File: config.mk
export PLATFORM = sky130hd
export DESIGN_NAME = sa_output_collector_flat
export DESIGN_NICKNAME = d
export VERILOG_FILES = /design/src/rtl/sa_output_collector_if.sv /design/src/rtl/sa_output_collector.sv /design/src/flat_wrapper.sv
export SDC_FILE = /design/constraint.sdc
export NUM_CORES = 1
export LEC_CHECK = 0
export ABC_CLOCK_PERIOD_IN_PS = 4400
export CORE_AREA = 2 2 233 235
export DETAILED_ROUTE_END_ITERATION = 8
export DIE_AREA = 0 0 235 237
export PLACE_DENSITY = 0.58
export SYNTH_ARGS = -nofsm -noshare
export SYNTH_HDL_FRONTEND = slang
export SYNTH_SLANG_ARGS = --single-unit
File: constraint.sdc
create_clock -name clk -period 4.4 [get_ports clk]
set_input_delay 0.88 -clock clk [delete_from_list [all_inputs] [get_ports clk]]
set_output_delay 0.88 -clock clk [all_outputs]
set_load 0.02 [all_outputs]
File: src/rtl/sa_output_collector_if.sv
// SA output collector bus: skewed result lanes in, row-major stream out.
// Master drives lanes and ready; slave (collector) drives the stream.
interface sa_output_collector_if;
  logic               srt_sig;
  logic signed [15:0] in1;
  logic signed [15:0] in2;
  logic signed [15:0] in3;
  logic               out_ready;
  logic               out_valid;
  logic signed [15:0] out_data;
  logic               out_last;

  modport master (
    output srt_sig, in1, in2, in3, out_ready,
    input  out_valid, out_data, out_last
  );

  modport slave (
    input  srt_sig, in1, in2, in3, out_ready,
    output out_valid, out_data, out_last
  );
endinterface

File: src/rtl/sa_output_collector.sv
// SA output collector: de-skew, 3-row sum, column filter, frame buffer, drain.
// Optional COLLECT_RELU_EN clamps negative sums to zero before storage.
module sa_output_collector #(
  parameter int SIZE = 7,
  parameter int PAD  = 0
) (
  input  logic                 clk,
  input  logic                 rst_n,
  sa_output_collector_if.slave bus,
  output logic                 busy,
  output logic                 ovf
);
  localparam int I_SIZE = SIZE + 2 * PAD;
  localparam int OSIZE  = I_SIZE - 2;
  localparam int NOUT   = OSIZE * OSIZE;
  localparam int CW     = $clog2(I_SIZE);
  localparam int RW     = (OSIZE > 1) ? $clog2(OSIZE) : 1;
  localparam int AW     = (NOUT > 1) ? $clog2(NOUT) : 1;

  localparam logic [0:0] ST_COLLECT = 1'b0;
  localparam logic [0:0] ST_DRAIN   = 1'b1;

  logic [0:0]         state_q;
  logic               s1_q, s2_q, vld_q;
  logic signed [15:0] a1_q, a2_q, b1_q;
  logic signed [15:0] sum_q;
  logic signed [17:0] sum18;
  logic signed [15:0] sat_d;
  logic [CW-1:0]      col_q;
  logic [RW-1:0]      orow_q;
  logic [AW-1:0]      wptr_q;
  logic [AW-1:0]      idx_q;
  logic [AW-1:0]      idx_nx;
  logic               out_valid_q;
  logic signed [15:0] out_data_q;
  logic               out_last_q;
  logic               started_q;
  logic               ovf_q;
  logic signed [15:0] mem [NOUT];
  logic signed [15:0] rd0;

  logic is_collect, is_drain;
  logic wr_en, keep, last_wr, hs, fin, pipe_ok;

  assign is_collect = (state_q == ST_COLLECT);
  assign is_drain   = (state_q == ST_DRAIN);
  assign wr_en      = is_collect && vld_q;
  assign keep       = wr_en && (col_q >= CW'(2));
  assign last_wr    = wr_en && (orow_q == RW'(OSIZE - 1))
                      && (col_q == CW'(I_SIZE - 1));
  assign hs         = out_valid_q && bus.out_ready;
  assign fin        = is_drain && hs && (idx_q == AW'(NOUT - 1));
  assign pipe_ok    = is_collect && !last_wr;
  assign idx_nx     = idx_q + AW'(1);
  assign rd0        = (wptr_q == '0) ? sum_q : mem[0];

  assign sum18 = {{2{a2_q[15]}}, a2_q}
               + {{2{b1_q[15]}}, b1_q}
               + {{2{bus.in3[15]}}, bus.in3};

  // Saturate the aligned row sum to 16 bits (optionally ReLU).
  always_comb begin
    sat_d = sum18[15:0];
    if (sum18 > 18'sd32767) begin
      sat_d = 16'sh7fff;
    end else if (sum18 < -18'sd32768) begin
      sat_d = 16'sh8000;
    end
`ifdef COLLECT_RELU_EN
    if (sat_d[15]) begin
      sat_d = '0;
    end
`endif
  end

  // De-skew lanes and register the saturated sum.
  always_ff @(posedge clk or negedge rst_n) begin
    if (!rst_n) begin
      s1_q  <= 1'b0;
      s2_q  <= 1'b0;
      vld_q <= 1'b0;
      a1_q  <= '0;
      a2_q  <= '0;
      b1_q  <= '0;
      sum_q <= '0;
    end else begin
      s1_q  <= bus.srt_sig && pipe_ok;
      s2_q  <= s1_q && pipe_ok;
      vld_q <= s2_q && pipe_ok;
      a1_q  <= bus.in1;
      a2_q  <= a1_q;
      b1_q  <= bus.in2;
      sum_q <= sat_d;
    end
  end

  // Column/row window counters and buffer write pointer.
  always_ff @(posedge clk or negedge rst_n) begin
    if (!rst_n) begin
      col_q  <= '0;
      orow_q <= '0;
      wptr_q <= '0;
    end else if (wr_en) begin
      if (col_q == CW'(I_SIZE - 1)) begin
        col_q  <= '0;
        orow_q <= last_wr ? '0 : orow_q + RW'(1);
      end else begin
        col_q <= col_q + CW'(1);
      end
      if (keep) begin
        wptr_q <= last_wr ? '0 : wptr_q + AW'(1);
      end
    end
  end

  // Frame buffer; contents are don't-care after reset.
  always_ff @(posedge clk) begin
    if (keep) begin
      mem[wptr_q] <= sum_q;
    end
  end

  // Collect/drain FSM with registered output stage.
  always_ff @(posedge clk or negedge rst_n) begin
    if (!rst_n) begin
      state_q     <= ST_COLLECT;
      idx_q       <= '0;
      out_valid_q <= 1'b0;
      out_data_q  <= '0;
      out_last_q  <= 1'b0;
    end else begin
      unique case (1'b1)
        is_collect: begin
          if (last_wr) begin
            state_q     <= ST_DRAIN;
            idx_q       <= '0;
            out_valid_q <= 1'b1;
            out_data_q  <= rd0;
            out_last_q  <= (NOUT == 1);
          end
        end
        is_drain: begin
          if (fin) begin
            state_q     <= ST_COLLECT;
            idx_q       <= '0;
            out_valid_q <= 1'b0;
            out_last_q  <= 1'b0;
          end else if (hs) begin
            idx_q      <= idx_nx;
            out_data_q <= mem[idx_nx];
            out_last_q <= (idx_nx == AW'(NOUT - 1));
          end
        end
      endcase
    end
  end

  // Frame-activity flag and sticky overflow.
  always_ff @(posedge clk or negedge rst_n) begin
    if (!rst_n) begin
      started_q <= 1'b0;
      ovf_q     <= 1'b0;
    end else begin
      if (last_wr || fin) begin
        started_q <= 1'b0;
      end else if (is_collect && bus.srt_sig) begin
        started_q <= 1'b1;
      end
      if (is_drain && bus.srt_sig) begin
        ovf_q <= 1'b1;
      end
    end
  end

  assign bus.out_valid = out_valid_q;
  assign bus.out_data  = out_data_q;
  assign bus.out_last  = out_last_q;
  assign busy          = started_q || is_drain;
  assign ovf           = ovf_q;
endmodule

File: src/flat_wrapper.sv
// flat-port wrapper written by rule: the top's interface ports become plain ports
module sa_output_collector_flat 
#(
  parameter int SIZE = 7,
  parameter int PAD  = 0
)
  (clk, rst_n, busy, ovf, bus_srt_sig, bus_in1, bus_in2, bus_in3, bus_out_ready, bus_out_valid, bus_out_data, bus_out_last);
  sa_output_collector_if bus_i ();
  input  logic clk;
  input  logic rst_n;
  output logic busy;
  output logic ovf;
  input wire logic [$bits(bus_i.srt_sig)-1:0] bus_srt_sig;
  input wire logic [$bits(bus_i.in1)-1:0] bus_in1;
  input wire logic [$bits(bus_i.in2)-1:0] bus_in2;
  input wire logic [$bits(bus_i.in3)-1:0] bus_in3;
  input wire logic [$bits(bus_i.out_ready)-1:0] bus_out_ready;
  output wire logic [$bits(bus_i.out_valid)-1:0] bus_out_valid;
  output wire logic [$bits(bus_i.out_data)-1:0] bus_out_data;
  output wire logic [$bits(bus_i.out_last)-1:0] bus_out_last;
  assign bus_i.srt_sig = bus_srt_sig;
  assign bus_i.in1 = bus_in1;
  assign bus_i.in2 = bus_in2;
  assign bus_i.in3 = bus_in3;
  assign bus_i.out_ready = bus_out_ready;
  assign bus_out_valid = bus_i.out_valid;
  assign bus_out_data = bus_i.out_data;
  assign bus_out_last = bus_i.out_last;
  sa_output_collector #(.SIZE(SIZE), .PAD(PAD)) u_core (.clk(clk), .rst_n(rst_n), .bus(bus_i), .busy(busy), .ovf(ovf));
endmodule
==> key figures <==
Timing
  • Slew Limit Fails: 0
  • Worst Clk Skew: 28.74 ps
  • Maximum achievable frequency: 0.2417 GHz
  • Final Cycle Share: 0.9401
  • Final worst slack: 263.3 ps
  • Post-layout min period: 4137 ps
  • Final setup fails: 0
  • Worst slew margin: 0.3756
  • Worst-Margin Slew: 936.6 ps
  • WHS: 348.9 ps
  • Final hold violation count: 0

Clock tree
  • H-tree depth: 2
  • Num CTS Buffers: 52
  • CTS tree: done
  • Clk_lat worst skew: 610 ps
  • # hold bufs at CTS: 0
  • Max Root-Sink Buffers: 3
  • Clk sinks: 504
  • Clock-pin slew on the worst setup and hold paths: 60 ps
  • Root buffer cell: clkbuf_16

Critical path
  • Worst path arrival time: 4650 ps
  • R2R Setup Slk: 260 ps
  • Family with the most delay on the worst path: compound AO/OA/AOI/OAI gates
  • Cells along the critical path: ha_1, a21o_1, a21oi_2, o21ai_1, a2111oi_4, buf_4, nor4_1, nor2_1, xnor2_1, ha_1, nand3_1, a21oi_2, a2111oi_2, a31oi_1, xor2_2, a21oi_2, buf_4, nor3_2
  • Crit end category: flip-flop
  • Worst setup SP type: flip-flop
  • Critical path fanouts, max: 9
  • CP dominant cell by count: a21oi_2
  • Largest stage delay on the critical path: 510 ps
  • Worst Path Buf+Inv: 2
  • CP Class: reg -> reg
  • Critical Path RT: 4910 ps
  • Worst path slowest cell: nor4_1

Route
  • Final WL: 48300 um
  • Initial DRC Count: 917
  • DRC Markers: 0
  • Pre-Repair DR Iteration Count: 4
  • Routed Antenna Nets: 0
  • Routed WL per cell: 22.21 um
  • Drt via density: 5.375
  • Total number of vias: 11691

Global route
  • Gr usage total: 0.1751
  • Largest net degree at the start of global routing: 105
  • Initial antenna violation count: 0
  • First-pass GRT wire length: 74040 um
  • Vias in the first global route: 11998
  • GRT Residual Overflow: 0

Synthesis
  • Seq/Total Area, Yosys: 0.6957
  • Ys flop type: edfxtp_1
  • Net Count, Synth: 1399
  • Post-Syn Instances: 1303
  • Netlist cell types: 66
  • Async S/R FF share, synth: 0.2063
  • Post-Syn Area: 21010 um2
  • Post-synth EDFFs: 400
  • Syn Area/Cell: 16.12 um2
  • Yosys reg bits: 504
  • Synth Warn #: 0

Pwr
  • P per Cell Area: 662.9 nW/um2
  • VDD IR max: 0.0004717 V
  • Leak Pwr: 8.643 nW

Place
  • Placed insts: 2074
  • GP Congestion: 0.8036
  • Number of port buffers: 71
  • Post-Place Setup Slack: -114.6 ps
  • DP HPWL: 29940 um

Outcome
  • Status: finished clean

Finish
  • # nets final: 1531
  • Ant diodes: 0
  • Layout cells sized above 1: 0.1988
  • Synthesis-to-finish area growth: 18.06%
  • Non-Filler Instances: 2175

Floorplanning
  • Die width: 235 um
  • Die area: 55700 um2
  • Rows: 85
  • Core area: 53280 um2
  • Starting density of the core: 0.3943
  • Total I/O pin count: 72
  • Die Ht: 237 um

Hold path
  • Min-Delay Path Class: in -> async

Run
  • MaxCap Viol Count: 0
## cell usage in the layout (no fill, tap or decap), drive strengths merged, types with 5 or more instances in the layout
cell type,synthesis,layout
inv,26,28
nor2b,21,21
buf,38,76
nand2b,5,5
xor2,12,12
nand3,46,46
nand2,133,133
xnor2,20,20
a21o,27,27
nand4,6,6
o21ai,32,32
ha,42,42
a31oi,21,21
a21oi,43,43
a311oi,18,18
nor2,74,74
a211oi,33,33
nor3,15,15
clkbuf,30,62
o21a,6,6
edfxtp,400,400
clkinv,0,25
bufinv,0,6
clkdlybuf4s50,0,70
dfrtp,104,104
nor3b,5,5
mux4,96,96
## state kept, by name, indices dropped and copies added, names as in the netlist
signal                flops
u_core.s2_q               1
u_core.orow_q             3
u_core.sum_q             16
u_core.bus.out_data      16
u_core.bus.out_valid      1
u_core.idx_q              5
u_core.started_q          1
u_core.b1_q              16
u_core.vld_q              1
u_core.bus.out_last       1
u_core.ovf                1
u_core.mem              400
u_core.a2_q              16
u_core.is_drain           1
u_core.a1_q              16
u_core.s1_q               1
u_core.col_q              3
u_core.wptr_q             5
## Yosys cell counts (5+ instances only)
master / number / area share
nand2b_1: 5 / 0.0015
ha_1: 42 / 0.025
a311oi_1: 17 / 0.0071
clkbuf_1: 28 / 0.0050
a211oi_1: 33 / 0.012
dfrtp_1: 104 / 0.12
o21a_1: 6 / 0.0021
edfxtp_1: 400 / 0.57
buf_2: 31 / 0.0074
nand3_1: 46 / 0.011
o21ai_0: 28 / 0.0067
a21oi_2: 5 / 0.0021
a21o_1: 26 / 0.0093
a31oi_1: 21 / 0.0063
nor3_1: 13 / 0.0031
a21oi_1: 38 / 0.0091
nand2_1: 133 / 0.024
inv_1: 26 / 0.0046
mux4_2: 96 / 0.10
xor2_1: 11 / 0.0046
xnor2_1: 19 / 0.0079
nor2_1: 74 / 0.013
nor2b_1: 20 / 0.0060
nand4_1: 6 / 0.0018
## kinds of logic after synthesis
kind of cell | share of synthesized area
flops | 0.6957
simple gates | 0.07129
compound gates | 0.06712
mux | 0.1044
buf+inv | 0.02001
fa+ha+maj | 0.02692
xor+xnor | 0.01459
## per-layer routing
layer	global-route usage	vias to the layer above	wire, um
li1	-	5308	-
met1	0.2275	6015	20000
met2	0.3037	299	24720
met3	0.02705	69	2435
met4	0.05313	0	1143
met5	0	-	0
## worst paths after layout
check                                          startpoint                     endpoint  depth (start not counted)
worst max-delay path             u_core.b1_q[1]$_DFF_PN0_    u_core.sum_q[8]$_DFF_PN0_                         18
worst min-delay path                                rst_n  u_core.col_q[0]$_DFFE_PN0P_                          2
worst max register to register   u_core.b1_q[1]$_DFF_PN0_    u_core.sum_q[8]$_DFF_PN0_                         18
worst min register to register  u_core.a1_q[10]$_DFF_PN0_    u_core.a2_q[10]$_DFF_PN0_                          0
max in group asynchronous                           rst_n    u_core.a2_q[15]$_DFF_PN0_                          2
min in group clk                u_core.a1_q[10]$_DFF_PN0_    u_core.a2_q[10]$_DFF_PN0_                          0
## per-stage QoR
stage	power (mW)	instance area (um2)	utilization	TNS [ps]
after floorplan	10.08	21010	-	0
after global routing	17.29	24800	0.4655	-22.67
after CTS	16.62	24720	0.4639	0
after global placement	12.06	22950	0.4307	-57.69
after detailed placement	12.10	22950	0.4307	-1021
final	16.44	24800	0.4655	0
## what timing repair did
item,CTS,global route
setup endpoints to repair,15,15
buffers inserted,1,2
gates resized for setup,3,14
cloned,0,0
pin swaps,3,3
## worst register-to-register path, stage by stage (launching register included)
cell and delay, ps:
dfrtp_1 380, ha_1 270, a21o_1 130, a21oi_2 70, o21ai_1 260, a2111oi_4 120, buf_4 160, nor4_1 520
nor2_1 130, xnor2_1 150, ha_1 450, nand3_1 160, a21oi_2 200, a2111oi_2 60, a31oi_1 260, xor2_2 300
a21oi_2 120, buf_4 160, nor3_2 160
## final cells by class
| cell class | instances | area [um2] |
|---|---|---|
| Clock buffer | 62 | 1369 |
| Clock inverter | 36 | 386.6 |
| Fill cell | 4566 | 28480 |
| Inverter | 26 | 97.59 |
| Multi-Input combinational cell | 705 | 6126 |
| Sequential cell | 504 | 14620 |
| Tap cell | 696 | 870.8 |
| Timing Repair Buffer | 146 | 1334 |
## where the power goes
group          internal [mW]  total [mW]  switching [mW]
clock                   2.59        4.46            1.87
sequential              5.90        6.29           0.395
combinational           2.44        5.69            3.25
No activity file was read; power rests on OpenSTA's default activity.
